[src/rtl/rice_core_irq_ctrl.sv]
// Machine-level interrupt controller: samples sources, prioritises, and runs the request/trap handshake.
// Optional macro RICE_CORE_IRQ_SYNC_EN adds a 2-flop synchronizer on the external interrupt input.
module rice_core_irq_ctrl #(
    parameter int unsigned XLEN = 32
) (
    input  logic              i_clk,
    input  logic              i_rst_n,
    input  logic              i_enable,
    input  logic              i_mstatus_mie,
    input  logic [2:0]        i_mie,
    input  logic              i_irq_software,
    input  logic              i_irq_timer,
    input  logic              i_irq_external,
    output logic [2:0]        o_mip,
    output logic              o_irq_request,
    output logic [XLEN-2:0]   o_irq_code,
    input  logic              i_irq_ack,
    input  logic              i_mret
);

    localparam int unsigned CODE_W = XLEN - 1;

    localparam int unsigned CODE_MSI = 3;
    localparam int unsigned CODE_MTI = 7;
    localparam int unsigned CODE_MEI = 11;

    typedef enum logic [1:0] {
        ST_IDLE     = 2'd0,
        ST_REQUEST  = 2'd1,
        ST_IN_TRAP  = 2'd2
    } state_e;

    state_e              state_q;
    state_e              state_d;
    logic                sw_q;
    logic                tmr_q;
    logic                ext_pend;
    logic [2:0]          qualified;
    logic                any_qual;
    logic [CODE_W-1:0]   win_code;
    logic                req_q;
    logic                req_d;
    logic [CODE_W-1:0]   code_q;
    logic [CODE_W-1:0]   code_d;

    // Software and timer levels are already synchronous: one stage each.
    always_ff @(posedge i_clk) begin
        if (!i_rst_n) begin
            sw_q  <= 1'b0;
            tmr_q <= 1'b0;
        end else begin
            sw_q  <= i_irq_software;
            tmr_q <= i_irq_timer;
        end
    end

`ifdef RICE_CORE_IRQ_SYNC_EN
    logic ext_meta_q;
    logic ext_sync_q;

    // External line may be asynchronous: two-flop synchronizer.
    always_ff @(posedge i_clk) begin
        if (!i_rst_n) begin
            ext_meta_q <= 1'b0;
            ext_sync_q <= 1'b0;
        end else begin
            ext_meta_q <= i_irq_external;
            ext_sync_q <= ext_meta_q;
        end
    end

    assign ext_pend = ext_sync_q;
`else
    logic ext_q;

    always_ff @(posedge i_clk) begin
        if (!i_rst_n) begin
            ext_q <= 1'b0;
        end else begin
            ext_q <= i_irq_external;
        end
    end

    assign ext_pend = ext_q;
`endif

    assign o_mip = {ext_pend, tmr_q, sw_q};

    assign qualified = o_mip & i_mie & {3{i_mstatus_mie & i_enable}};
    assign any_qual  = |qualified;

    // Fixed priority: external, then software, then timer.
    always_comb begin
        win_code = '0;
        if (qualified[2]) begin
            win_code = CODE_W'(CODE_MEI);
        end else if (qualified[0]) begin
            win_code = CODE_W'(CODE_MSI);
        end else if (qualified[1]) begin
            win_code = CODE_W'(CODE_MTI);
        end
    end

    always_ff @(posedge i_clk) begin
        if (!i_rst_n) begin
            state_q <= ST_IDLE;
        end else begin
            state_q <= state_d;
        end
    end

    // Next state; ack wins over a simultaneous mret while requesting.
    always_comb begin
        state_d = state_q;
        if (!i_enable) begin
            state_d = ST_IDLE;
        end else begin
            case (state_q)
                ST_IDLE: begin
                    if (any_qual) begin
                        state_d = ST_REQUEST;
                    end
                end
                ST_REQUEST: begin
                    if (i_irq_ack) begin
                        state_d = ST_IN_TRAP;
                    end
                end
                ST_IN_TRAP: begin
                    if (i_mret) begin
                        state_d = ST_IDLE;
                    end
                end
                default: state_d = ST_IDLE;
            endcase
        end
    end

    // Output next values; code stays frozen once latched until disabled or reset.
    always_comb begin
        req_d  = req_q;
        code_d = code_q;
        if (!i_enable) begin
            req_d  = 1'b0;
            code_d = '0;
        end else begin
            case (state_q)
                ST_IDLE: begin
                    req_d = 1'b0;
                    if (any_qual) begin
                        req_d  = 1'b1;
                        code_d = win_code;
                    end
                end
                ST_REQUEST: begin
                    if (i_irq_ack) begin
                        req_d = 1'b0;
                    end
                end
                ST_IN_TRAP: begin
                    req_d = 1'b0;
                end
                default: begin
                    req_d  = 1'b0;
                    code_d = '0;
                end
            endcase
        end
    end

    always_ff @(posedge i_clk) begin
        if (!i_rst_n) begin
            req_q  <= 1'b0;
            code_q <= '0;
        end else begin
            req_q  <= req_d;
            code_q <= code_d;
        end
    end

    assign o_irq_request = req_q;
    assign o_irq_code    = code_q;

endmodule

[config.mk]
export PLATFORM = sky130hd
export DESIGN_NAME = rice_core_irq_ctrl
export DESIGN_NICKNAME = d
export VERILOG_FILES = /design/src/rtl/rice_core_irq_ctrl.sv
export SDC_FILE = /design/constraint.sdc
export NUM_CORES = 1
export LEC_CHECK = 0
export BUFFER_PORTS_ARGS = -buffer_cell sky130_fd_sc_hd__buf_2
export CORE_UTILIZATION = 43
export CTS_BUF_LIST = sky130_fd_sc_hd__clkbuf_8 sky130_fd_sc_hd__clkbuf_16
export DETAILED_ROUTE_END_ITERATION = 8
export PLACE_DENSITY = 0.94
export SYNTH_ARGS = -nofsm -noshare
export SYNTH_HDL_FRONTEND = slang
export SYNTH_SLANG_ARGS = --single-unit
[constraint.sdc]
create_clock -name i_clk -period 4.2 [get_ports i_clk]
set_input_delay 0.84 -clock i_clk [delete_from_list [all_inputs] [get_ports i_clk]]
set_output_delay 0.84 -clock i_clk [all_outputs]
set_load 0.05 [all_outputs]
==> flow_summary.toml <==
[cts]
clock_tree_from_tritoncts = "built"
clk-insertion-delay-late_ns = 0.23
cts.root.buffer_cell = "sky130_fd_sc_hd__clkbuf_8"
cts_resized = 0
h_tree_depth = 1
tritoncts_num_sinks = 9
cts_inserted_buffers = 3
cts.repair_timing.setup_buffer_count = 0
ctsHoldBuffers = 0
clk_pin_slew_ns = 0.05
cts-root-to-sink-buffers = 2

[power]
power_mw = 0.264
leakage_nw = 0.361
p_per_area_mw_per_mm2 = 380
combPwrFrac_pct = 29.5
sw_frac_of_total_pct = 39.0
psw_mw = 0.103
vdd_drop_max_uv = 259
share_seq_of_total_power_pct = 34.0
clock_power_share_pct = 36.5
internal_power_mw = 0.161

[place]
detailed_place_hpwl_um = 879
io_buffer_count = 19
gp_congestion = 0.839
pre_cts_slack_ns = 2.22
dpl.cell_count = 109
dpl-instance-area_sq_um = 649

[sta]
worst_slew_margin_rel_pct = 66.4
clock.fmax_mhz = 564
tightest_slew_ns = 0.504
timing_max_transition_violations_final = 0
final_hold_viol_count = 0
finalSetupViolCount = 0
fin_crit_period_ns = 1.77
final_min_period_over_clock_period_pct = 42.2
grt_setup_unrepaired = "false"
finalSetupTns_ns = 0
fin_worst_skew_ns = 0.00535
holdWs_ns = 0.480
layout_setup_ws_ns = 2.43

[floorplanning]
die-area_sq_mm = 0.00172
initial_utilization_pct = 48.5
die_h_um = 41.5
ios = 47
core_sq_mm = 0.00138
die_width_um = 41.5
rows = 13

[worst_setup_path]
r2r-start = "state_q[0]"
worstPathMaxFanout = 5
critPathCapture = "o_irq_code[3]"
worst_setup_path_startpoint = "i_mie[2]"
cp_data_required_time_ns = 4.37
worst_setup_path_start_kind = "input pin"
worst_path_arrival_ns = 1.94
critPathCaptureType = "register"
reg2reg_to = "o_irq_code[2]"
path_class = "in -> reg"
setup_slack_of_the_worst_register_to_register_path_ns = 2.72
worst-r2r-cell-count = 4

[detailed_routing]
detail_route.wl_per_cell_um = 9.19
met2_wirelength_um = 555
final_antenna_net_count = 0
route.vias.total = 503
met3_wirelength_um = 75
detail_route.wirelength.met1_um = 407
drt-pass1-iter-count = 4
drcViolationCount = 0
drt_wl_total_mm = 1.04
top_layer_used = "met3"
vias_per_cell = 4.45
drt_iter0_drc = 8

[final_layout]
layout_cell_share_with_drive_strength_beyond_1_pct = 24.5
nets = 115
design_area_sq_um = 694
layout.core_utilization_pct = 50.2
layoutNonFillerInstCount = 113
antenna_cells_inserted = 0
syn2layout_area_growth_pct = 3.54

[synthesis]
synth_most_common_cell = "sky130_fd_sc_hd__buf_4"
yosysTopAreaCellShare_pct = 34.7
syn_inst = 80
synth_top_area_cell = "sky130_fd_sc_hd__buf_4"
post_synth_cell_types = 24
synth_area_leaders = "sky130_fd_sc_hd__buf_4 35%, sky130_fd_sc_hd__dfxtp_1 27%, sky130_fd_sc_hd__ha_1 7.5%"
synth_seq_area_share_pct = 26.9
async_set_or_reset_register_ratio_after_synthesis_pct = 0
synth_common_cells = "31 x sky130_fd_sc_hd__buf_4, 9 x sky130_fd_sc_hd__dfxtp_1, 5 x sky130_fd_sc_hd__nand2_1"
dominant_synthesized_flop_cell = "sky130_fd_sc_hd__dfxtp_1"
syn-cell-area_sq_um = 671
yosys_warnings = 0
number_of_storage_elements_in_the_synthesis_netlist = 9
synth_edf_count = 0
syn_avg_cell_area_sq_um = 8.38

[grt]
initial_antenna_violation_count = 0
first_global_vias = 444
grt_max_degree = 7
grt_first_pass_wirelength_mm = 1.70
overall_routing_resource_usage_pct = 12.4
grt_overflow_total = 0

[outcome]
status = "finished clean"

[flow_run]
timing.max_cap.violations = 0

[hold_path]
worst_hold_startpoint = "o_irq_code[2]"
worst_hold_path_type = "reg -> reg"
-- worst min-delay path by stage --
stage                               end  slack (ns)  cells past startpoint
after CTS                 o_irq_code[2]        0.48                      2
after global placement    o_irq_code[3]        0.47                      2
final                     o_irq_code[2]        0.48                      2
after global routing      o_irq_request        0.55                      2
after detailed placement  o_irq_code[2]        0.48                      2
after floorplan              state_q[1]        0.47                      2
-- registers in the layout, indices dropped and copies added, names as in the netlist --
signal and count:
o_irq_code 3, state_q 2, ext_pend 1, o_irq_request 1
sw_q 1, tmr_q 1
-- per-layer routing --
layer,vias up,track usage [%]
li1,246,-
met1,225,12.6
met2,32,23.1
met3,0,3.91
met4,0,5.16
met5,-,0
-- power groups by stage --
stage | clock network [mW] | registers, mW | logic (mW)
2_1_floorplan | 0 | 0.0923 | 0.0886
3_3_place_gp | 0 | 0.0911 | 0.0768
3_5_place_dp | 0 | 0.0913 | 0.0775
4_1_cts | 0.0981 | 0.0898 | 0.0777
5_1_grt | 0.102 | 0.0899 | 0.0815
6_report | 0.0963 | 0.0897 | 0.0779
-- area by class of cell --
| type | instances | area (sq um) |
|---|---|---|
| Sequential cell | 9 | 180 |
| Clock buffer | 3 | 41.3 |
| Tap cell | 15 | 18.8 |
| Multi-Input combinational cell | 63 | 344 |
| Clock inverter | 1 | 3.75 |
| Fill cell | 137 | 688 |
| Inverter | 3 | 11.3 |
| Timing Repair Buffer | 19 | 95.1 |
-- cells by family (layout without fill, tap and decap cells) --
family                     Yosys count  after routing  synth area share (%)
buffers and inverters               34             26                  36.4
and+or+nand+nor                     18             18                  14.4
AOI/OAI and AO/OA                   13             13                  12.9
DFF                                  9              9                  26.9
adders and majority gates            4              4                  7.46
other                                1             27                 0.559
muxes                                1              1                  1.49
-- layout by cell type (no fill, tap or decap), types with 2 or more instances in the layout --
cell and n:
sky130_fd_sc_hd__inv_1 4, sky130_fd_sc_hd__ha_1 4, sky130_fd_sc_hd__dfxtp_1 9, sky130_fd_sc_hd__conb_1 27
sky130_fd_sc_hd__o21a_1 2, sky130_fd_sc_hd__nor2_1 2, sky130_fd_sc_hd__and2_1 3, sky130_fd_sc_hd__a21oi_1 3
sky130_fd_sc_hd__clkbuf_8 3, sky130_fd_sc_hd__nand2_1 5, sky130_fd_sc_hd__o21ai_0 4, sky130_fd_sc_hd__buf_2 19
-- worst max-delay path: stages --
cell,delay [ns]
sky130_fd_sc_hd__buf_2,0.11
sky130_fd_sc_hd__a222oi_1,0.49
sky130_fd_sc_hd__o21a_1,0.26
sky130_fd_sc_hd__o21ai_0,0.09
sky130_fd_sc_hd__a21oi_1,0.14
Note: power is estimated with default switching activity, not from simulation.
